==> config.mk <==
export PLATFORM = sky130hd
export DESIGN_NAME = repne_cmps_sequencer
export DESIGN_NICKNAME = d
export VERILOG_FILES = /design/src/rtl/repne_cmps_sequencer.sv
export SDC_FILE = /design/constraint.sdc
export NUM_CORES = 1
export LEC_CHECK = 0
export BUFFER_PORTS_ARGS = -buffer_cell sky130_fd_sc_hd__buf_2
export CAP_MARGIN = 30
export CORE_UTILIZATION = 57
export DETAILED_ROUTE_END_ITERATION = 10
export GPL_TIMING_DRIVEN = 0
export PLACE_DENSITY = 0.9
export SLEW_MARGIN = 20
export SYNTH_ARGS = -nofsm -noshare
export SYNTH_HDL_FRONTEND = slang
export SYNTH_SLANG_ARGS = --single-unit
==> constraint.sdc <==
create_clock -name CLK -period 6.05 [get_ports CLK]
set_clock_uncertainty 0.15 [all_clocks]
set_input_delay 1.21 -clock CLK [delete_from_list [all_inputs] [get_ports CLK]]
set_output_delay 1.21 -clock CLK [all_outputs]
set_load 0.01 [all_outputs]
==> src/rtl/repne_cmps_sequencer.sv <==
// REPNE CMPS micro-op sequencer: expands a decoded CMPS into FIRST/SECOND micro-ops
// and, under REPNE, repeats the pair until writeback signals termination.
module repne_cmps_sequencer (
  input  logic        CLK,
  input  logic        CLR,
  input  logic        D_V,
  input  logic        D_IS_CMPS,
  input  logic        D_REPNE,
  output logic        d_ready,
  output logic        UOP_V,
  input  logic        UOP_READY,
  output logic        CS_IS_CMPS_FIRST_UOP_ALL,
  output logic        CS_IS_CMPS_SECOND_UOP_ALL,
  output logic        d2_repne,
  input  logic        WB_CMPS_SECOND_DONE,
  input  logic        wb_repne_terminate_all,
  input  logic        wb_flush,
  output logic [15:0] iter_count,
  output logic        busy
);

  typedef enum logic [1:0] {S_IDLE, S_FIRST, S_SECOND, S_WAIT_WB} state_t;

  state_t      state_q, state_d;
  logic        repne_q, repne_d;
  logic [15:0] iter_d;
  logic        pass;
  logic        uop_v_d, first_d, second_d, d2_d;

  assign d_ready = (state_q == S_IDLE);

  always_comb begin
    state_d = state_q;
    repne_d = repne_q;
    iter_d  = iter_count;
    pass    = 1'b0;
    case (state_q)
      S_IDLE: begin
        if (D_V) begin
          if (D_IS_CMPS) begin
            state_d = S_FIRST;
            repne_d = D_REPNE;
            iter_d  = 16'h0000;
          end else begin
            pass = 1'b1;
          end
        end
      end
      S_FIRST:  if (UOP_READY) state_d = S_SECOND;
      S_SECOND: if (UOP_READY) state_d = repne_q ? S_WAIT_WB : S_IDLE;
      S_WAIT_WB: begin
        if (WB_CMPS_SECOND_DONE) begin
          if (iter_count != 16'hFFFF) iter_d = iter_count + 16'd1;
          state_d = wb_repne_terminate_all ? S_IDLE : S_FIRST;
        end
      end
      default: state_d = S_IDLE;
    endcase
    // Flush wins over everything, including an accept in IDLE and a retiring done.
    if (wb_flush) begin
      state_d = S_IDLE;
      repne_d = repne_q;
      iter_d  = iter_count;
      pass    = 1'b0;
    end
  end

  // Outputs are precomputed from the next state so they leave straight from flops.
  always_comb begin
    first_d  = (state_d == S_FIRST);
    second_d = (state_d == S_SECOND);
    uop_v_d  = pass | first_d | second_d;
    d2_d     = (first_d | second_d) & repne_d;
  end

  always_ff @(posedge CLK) begin
    if (!CLR) begin
      state_q                   <= S_IDLE;
      repne_q                   <= 1'b0;
      iter_count                <= 16'h0000;
      UOP_V                     <= 1'b0;
      CS_IS_CMPS_FIRST_UOP_ALL  <= 1'b0;
      CS_IS_CMPS_SECOND_UOP_ALL <= 1'b0;
      d2_repne                  <= 1'b0;
      busy                      <= 1'b0;
    end else begin
      state_q                   <= state_d;
      repne_q                   <= repne_d;
      iter_count                <= iter_d;
      UOP_V                     <= uop_v_d;
      CS_IS_CMPS_FIRST_UOP_ALL  <= first_d;
      CS_IS_CMPS_SECOND_UOP_ALL <= second_d;
      d2_repne                  <= d2_d;
      busy                      <= (state_d != S_IDLE);
    end
  end

endmodule

* After elaboration in Yosys (flattened, before gate mapping)
Index checks and enable logic that the tools add are counted.
** Word-level totals
- Bits in registers :: 24
- Output and inout bits :: 22
** Cells by class
- Add/sub/neg operators :: 1
- Equality and inequality tests :: 10
- Mux-type cells :: 22
- Bitwise gates (word level) :: 5
- Reductions and logical operators :: 4
** Operators with widths (number)
- 16-bit two-way mux :: 4
- 16-bit one-hot mux with 2 select lines :: 1
- 16-bit by 1-bit adder with 16-bit output, second input constant :: 1
- 16-bit inequality test, second input constant :: 1
- 2-bit two-way mux :: 7
- 1-bit two-way mux :: 9
- 2-bit inequality test, second input constant :: 4
- 2-bit one-hot mux with 4 select lines :: 1
- 2-bit == test, second input constant :: 3
- 6-bit AND reduction :: 1
- 2-bit by 1-bit == test with 1-bit output, second input constant :: 2
- 2-bit nonzero test :: 2
- 1-bit OR :: 3
- 2-bit logical NOT :: 1
- 1-bit bitwise AND :: 1
- 1-bit NOT :: 1

* Longest topological paths before layout
Gate-level depths: netlist (run 1).
- Depth in word-level cells :: 7
- Mapped depth :: 9

* Worst setup path after synthesis (run 1)
OpenSTA, ideal clock, no wires.
- Path type :: input -> register
- From :: input UOP_READY
- To :: register UOP_V
- Library setup time :: 0.119 ns
- Data arrival time :: 2.302 ns
- Required time :: 5.781 ns
- Setup slack :: 3.480 ns
- Stages :: 7
- Path buffers :: 0
- Cell sequence :: a21oi_1 -> a31oi_1 -> a221oi_1 -> inv_1 -> ha_1 -> nor3_1 -> nor2_1
** RTL lines
- from (decl) :: line 11 : input logic UOP_READY,
- 2-bit two-way mux (on tied branches) :: line 50, 49
- 2-bit one-hot mux with 4 select lines (*) :: line 37 : case (state_q)
- 2-bit two-way mux (*) :: line 60 : if (wb_flush) begin
- net state_d[0] :: line 24 : state_t state_q, state_d;
- 2-bit == test (*) :: line 71 : second_d = (state_d == S_SECOND);
- net second_d :: line 28 : logic uop_v_d, first_d, second_d, d2_d;
- 1-bit OR (*) :: line 72 : uop_v_d = pass | first_d | second_d;
- to (signal assigned) :: line 90 : UOP_V <= uop_v_d;
- to (decl) :: line 10 : output logic UOP_V,
Mark *: on every way through the listed nets, which the timed path passes. The rest lies on a longest branch.
A chain may end at the register's enable or synchronous reset.

* Final worst setup path (run 1)
Ends and elaborated chain as after synthesis.

==> impl_metrics.json, run 1 <==
{
  "syn_area_um2": 1348,
  "start_util_pct": 60.92,
  "path_class": "input pin to flop",
  "ys_async_sr_fraction_pct": 0,
  "grt_pass1_wl_mm": 5.802,
  "post_cts_resize_count": 0,
  "num_io_pins": 31,
  "core_um2": 2212,
  "critical-path-slowest-cell": "a221oi_1",
  "postCtsSetupBuffers": 0,
  "status": "finished clean",
  "gp_congestion": 0.8970,
  "avgSynthCellArea_um2": 8.069,
  "synth.net_count": 180,
  "power_density_nw_per_um2": 189.2,
  "synth_flop_cell": "dfxtp_1",
  "place_ws_ns": 3.120,
  "grt_max_degree": 15,
  "reg2regPathDepth": 8,
  "max_freq_mhz": 386.6,
  "rows": 17,
  "rsz0062_at_grt": "no",
  "clock-root-buffer": "clkbuf_4",
  "clk_path_buf_depth": 2,
  "cts_hold_buf": 0,
  "wl_mm": 3.542,
  "setup_slack_ns": 3.463,
  "syn2layout_area_growth_pct": 17.64,
  "path_clk_slew_ns": 0.15,
  "grt_overflow": 0,
  "nFillCells": 182,
  "ys_seq_area_share_pct": 35.65,
  "r2r_end": "UOP_V$_SDFF_PN0_",
  "min_to": "iter_count[0]$_SDFFE_PN0P_",
  "clock_sinks": 24,
  "worstPathRequired_ns": 6.14,
  "fin_crit_sh_pct": 42.75,
  "grt_pass1_vias": 1253,
  "drv_cap": 0,
  "setup_viol": 0,
  "critPathCaptureType": "flop",
  "clkLatencyLatePin_ns": 0.33,
  "via_per_inst": 6.493,
  "maxSlewViolCount": 0,
  "ir_drop_mv": 0.1836,
  "finalHoldViolCount": 0,
  "p_leak_nw": 0.6438,
  "ys_ff_latch": 24,
  "fin_nets": 215,
  "antennaDiodeCount": 0,
  "synth_warnings": 0,
  "drtAntennaViolNets": 0,
  "io_buffers": 30,
  "start_kind": "input pin",
  "first_pass_iters": 6,
  "hold_path_class": "flop to flop",
  "synth_edf_count": 0,
  "dieArea_um2": 2562,
  "crit_path_max_incr_delay_ns": 0.50,
  "avgRoutedWirePerCell_um": 15.47,
  "crit_chain": "buf_2 > a21oi_1 > a31oi_1 > a221oi_1 > inv_1 > ha_1 > nor3_1 > nor2_1",
  "drive_gt1_share_pct": 20.40,
  "hold_start": "iter_count[0]$_SDFFE_PN0P_",
  "hold_path_depth": 2,
  "path_buf_inv": 2,
  "antenna_found_initial": 0,
  "min_period_ns": 2.587,
  "die_w_um": 50.62,
  "drtIter0Drc": 81,
  "slew_headroom_pct": 56.70,
  "rrSetupSlack_ns": 3.61,
  "synth.distinct_cells": 42,
  "drc": 0,
  "path_delay_family": "compound AO/OA/AOI/OAI gates",
  "cp.arrival_ns": 2.67,
  "setup-tns-final_ns": 0,
  "die_h_um": 50.62,
  "vias": 1487,
  "cts_tree": "yes",
  "grtUsageTotal_pct": 30.24,
  "r2r_start": "state_q[1]$_SDFF_PN0_",
  "numCtsBuffers": 3,
  "synth_cells": 167,
  "cp_max_fo": 3,
  "htree_levels": 1,
  "hpwl_mm": 2.510,
  "tightest_slew_ns": 0.6482
}
[worst register-to-register path: stages, from the launching register on]
cell and delay [ns]:
dfxtp_1 0.49, and2_1 0.17, clkbuf_1 0.34, nand2_1 0.10, a221oi_1 0.49, inv_1 0.14, ha_1 0.24, nor3_1 0.17
nor2_1 0.05
[cell usage after synthesis, types with 2 or more instances]
library cell / n / area (µm²)
o21ai_1: 6 / 30.03
nor3b_1: 3 / 22.52
inv_1: 6 / 22.52
ha_1: 4 / 50.05
dfxtp_1: 24 / 480.5
a211oi_1: 3 / 22.52
nand2_1: 20 / 75.07
buf_2: 2 / 10.01
nand4b_1: 2 / 17.52
a311o_1: 3 / 30.03
nor4_1: 4 / 25.02
or3_1: 4 / 25.02
nand4_1: 6 / 37.54
nor2_1: 10 / 37.54
a21oi_1: 3 / 15.01
nand3_1: 10 / 50.05
and2_1: 6 / 37.54
a21o_1: 2 / 15.01
and3_1: 6 / 37.54
o211ai_1: 4 / 30.03
clkbuf_1: 5 / 18.77
a31oi_1: 8 / 50.05
nor3_1: 6 / 30.03
nand4_2: 2 / 25.02
[registers in the layout, summed over array words and instances (netlist names)]
name and count:
iter_count 16, state_q 2, CS_IS_CMPS_FIRST_UOP_ALL 1, CS_IS_CMPS_SECOND_UOP_ALL 1
UOP_V 1, busy 1, d2_repne 1, repne_q 1
[metal layers]
layer  up-vias  global-route usage (%)  part of all wire [%]
met5         -                       0                     0
met3         9                   5.152                   9.4
met2        92                   46.44                    46
met1       681                   41.60                    43
li1        705                       -                     -
met4         0                   12.50                   1.6
[worst max path at each step]
stage | from | to | slack, ns | cells after the start
floorplan | UOP_READY | UOP_V$_SDFF_PN0_ | 3.48 | 7
CTS | UOP_READY | UOP_V$_SDFF_PN0_ | 3.49 | 8
finish | UOP_READY | UOP_V$_SDFF_PN0_ | 3.46 | 8
global route | UOP_READY | UOP_V$_SDFF_PN0_ | 3.23 | 8
detailed placement | D_IS_CMPS | iter_count[4]$_SDFFE_PN0P_ | 3.12 | 5
global placement | D_IS_CMPS | iter_count[9]$_SDFFE_PN0P_ | 3.13 | 5
[where the power goes]
part           internal, W  total (W)  switching, W
combinational   0.00000703  0.0000190     0.0000120
sequential        0.000160   0.000160   0.000000524
clock            0.0000671   0.000121     0.0000536
[layout by cell type (no fill, tap or decap), types with 3 or more instances in the layout]
cell,n
nor4_1,4
nor3_1,6
ha_1,4
inv_1,6
o21ai_1,6
o211ai_1,4
a211oi_1,3
nor3b_1,3
a21oi_1,3
nand4_1,6
clkbuf_4,3
or3_1,4
and3_1,6
a31oi_1,8
and2_1,6
nand2_1,20
clkbuf_1,5
dfxtp_1,24
a311o_1,3
nand3_1,10
buf_2,32
nor2_1,10
[layout make-up]
class / count / area (µm²) / area share [%]
timing repair buffer: 30 / 150.1 / 9.471
multi-input combinational: 128 / 808.3 / 50.99
inverter: 8 / 30.03 / 1.894
sequential: 24 / 480.5 / 30.31
tap: 28 / 35.03 / 2.210
clock inverter: 1 / 30.03 / 1.894
buffer: 7 / 28.78 / 1.815
clock buffer: 3 / 22.52 / 1.421
[per-stage QoR]
stage	hold WS [ns]	instances	total power (W)	util (%)	instance area (µm²)
floorplan	0.3346	167	0.0001742	-	1348
global placement	0.3572	225	0.0001814	69.29	1533
detailed placement	0.3760	225	0.0001822	69.29	1533
CTS	0.3965	229	0.0002979	71.66	1585
global route	0.4287	229	0.0003084	71.66	1585
finish	0.3991	229	0.0002999	71.66	1585
[kinds of logic after synthesis]
logic type               after synthesis  share of synthesized area (%)
buffers and inverters                 15                          4.363
flip-flops                            24                          35.65
AND/OR/NAND/NOR                       85                          35.56
AO/OA/AOI/OAI                         39                          20.71
adder cells (fa/ha/maj)                4                          3.714
Power figures use the tool's default switching activity.
==> run 2, diff against run 1 <==
--- a/config.mk
+++ b/config.mk
@@ -7,10 +7,10 @@
 export LEC_CHECK = 0
 export BUFFER_PORTS_ARGS = -buffer_cell sky130_fd_sc_hd__buf_2
 export CAP_MARGIN = 30
-export CORE_UTILIZATION = 57
+export CORE_UTILIZATION = 53
 export DETAILED_ROUTE_END_ITERATION = 10
 export GPL_TIMING_DRIVEN = 0
-export PLACE_DENSITY = 0.9
+export PLACE_DENSITY = 0.85
 export SLEW_MARGIN = 20
 export SYNTH_ARGS = -nofsm -noshare
 export SYNTH_HDL_FRONTEND = slang
==> constraint.sdc (replaced) <==
create_clock -name CLK -period 2.5 [get_ports CLK]
set_clock_uncertainty 0.15 [all_clocks]
set_input_delay 0.5 -clock CLK [delete_from_list [all_inputs] [get_ports CLK]]
set_output_delay 0.5 -clock CLK [all_outputs]
set_load 0.01 [all_outputs]
==> impl_metrics.json, run 2 (synthesized netlist as in run 1, its figures left out) <==
{
  "hold_path_depth": 4,
  "status": "finished clean",
  "numCtsBuffers": 3,
  "drc": 0,
  "grt_overflow": 0,
  "rows": 17,
  "clkLatencyLatePin_ns": 0.33,
  "path_delay_family": "simple AND/OR/NAND/NOR gates",
  "grtUsageTotal_pct": 29.24,
  "cp_num_cells": 8,
  "via_per_inst": 6.539,
  "clock-root-buffer": "clkbuf_4",
  "crit_path_max_incr_delay_ns": 0.50,
  "drtIter0Drc": 72,
  "critPathCaptureType": "flop",
  "dieArea_um2": 2748,
  "die_h_um": 52.43,
  "grt_pass1_wl_mm": 5.954,
  "gp_congestion": 0.9939,
  "hold_path_class": "input pin to flop",
  "finalPower_w": 0.0006530,
  "cp_max_fo": 10,
  "path_class": "flop to flop",
  "maxSlewViolCount": 0,
  "min_period_ns": 2.376,
  "finish.utilization_pct": 68.14,
  "setup_viol": 0,
  "start_kind": "flop",
  "antennaDiodeCount": 0,
  "clock_sinks": 24,
  "hpwl_mm": 2.594,
  "final_common_cell": "buf_2",
  "avgRoutedWirePerCell_um": 15.88,
  "p_leak_nw": 0.6356,
  "grt_pass1_vias": 1393,
  "regMostFlops": "iter_count",
  "r2r_end": "UOP_V$_SDFF_PN0_",
  "antenna_found_initial": 0,
  "io_buffers": 30,
  "ir_drop_mv": 0.4695,
  "power_density_nw_per_um2": 417.2,
  "num_io_pins": 31,
  "fin_nets": 214,
  "rrSetupSlack_ns": 0.12,
  "drv_cap": 0,
  "core_um2": 2297,
  "critical-path-slowest-cell": "a221oi_1",
  "grt_max_degree": 14,
  "rsz0062_at_grt": "no",
  "path_clk_slew_ns": 0.13,
  "r2r_start": "state_q[0]$_SDFF_PN0_",
  "htree_levels": 1,
  "startpoint": "state_q[0]$_SDFF_PN0_",
  "start_util_pct": 58.66,
  "clk_path_buf_depth": 2,
  "post_cts_resize_count": 0,
  "mostFrequentLayoutCells": "buf_2 (32), dfxtp_1 (24), nand2_1 (20)",
  "cp.arrival_ns": 2.45,
  "slew_headroom_pct": 56.42,
  "die_w_um": 52.43,
  "wl_mm": 3.621,
  "finalHoldViolCount": 0,
  "cp-endpoint": "UOP_V$_SDFF_PN0_",
  "whs_ns": 0.3332,
  "max_freq_mhz": 420.8,
  "top_regs": "iter_count: 16 flops, state_q: 2 flops",
  "crit_chain": "buf_2 > and2_1 > nand2_1 > a221oi_1 > inv_1 > ha_1 > nor3_1 > nor2_1",
  "fin_crit_sh_pct": 95.05,
  "syn2layout_area_growth_pct": 16.16,
  "first_pass_iters": 4,
  "setup-tns-final_ns": 0,
  "drtAntennaViolNets": 0,
  "vias": 1491,
  "path_buf_inv": 2,
  "tightest_slew_ns": 0.6537,
  "cts_hold_buf": 0,
  "drive_gt1_share_pct": 20.50,
  "reg2regPathDepth": 8,
  "postCtsSetupBuffers": 0,
  "cts_tree": "yes",
  "largest_reg_flops": 16,
  "worstPathRequired_ns": 2.58
}
==> run 2: cell count changes in the layout (fill, tap and decap cells not counted), sizes merged <==
cell and delta:
bufinv -1
==> run 2: per-layer routing <==
metal | GRT usage, % | up-vias | part of all wire, % | wire [µm]
met5 | 0 | - | 0 | 0
li1 | - | 703 | - | -
met3 | 9.275 | 15 | 7.9 | 287
met1 | 34.45 | 694 | 43 | 1543
met4 | 16.23 | 0 | 2.8 | 100
met2 | 46.41 | 79 | 47 | 1690
==> run 2: worst min path at each step <==
stage	startpoint	end
floorplan	repne_q$_SDFF_PN0_	repne_q$_SDFF_PN0_
global placement	iter_count[6]$_SDFFE_PN0P_	iter_count[6]$_SDFFE_PN0P_
detailed placement	iter_count[0]$_SDFFE_PN0P_	iter_count[0]$_SDFFE_PN0P_
CTS	D_REPNE	repne_q$_SDFF_PN0_
global route	wb_flush	state_q[1]$_SDFF_PN0_
finish	D_REPNE	repne_q$_SDFF_PN0_
==> run 2: final cells by class <==
class | count | area [µm²]
Multi-Input combinational cell | 128 | 808.3
Fill cell | 191 | 732.0
Sequential cell | 24 | 480.5
Timing Repair Buffer | 30 | 150.1
Clock buffer | 4 | 36.28
Tap cell | 28 | 35.03
Inverter | 8 | 30.03
Buffer | 6 | 25.02
==> run 2: worst min-delay path, delay by kind of cell <==
| family | cells | cell delay, ns |
|---|---|---|
| buffers and inverters | 2 | 0.13 |
| and+or+nand+nor | 1 | 0.08 |
| AOI/OAI and AO/OA | 1 | 0.06 |
==> run 2: per-stage QoR <==
stage          instance area (µm²)  cells  setup slack, ns
6_report                      1565    228           0.1237
3_3_place_gp                  1533    225           0.2532
5_1_grt                       1565    228          0.05380
3_5_place_dp                  1533    225           0.1020
4_1_cts                       1569    229          0.05988
2_1_floorplan                 1348    167           0.4227
==> run 2: power breakdown <==
group	total (W)	switching, W	internal, W
Sequential	0.000387	0.00000115	0.000386
Combinational	0.0000460	0.0000291	0.0000169
Clock	0.000220	0.000130	0.0000894
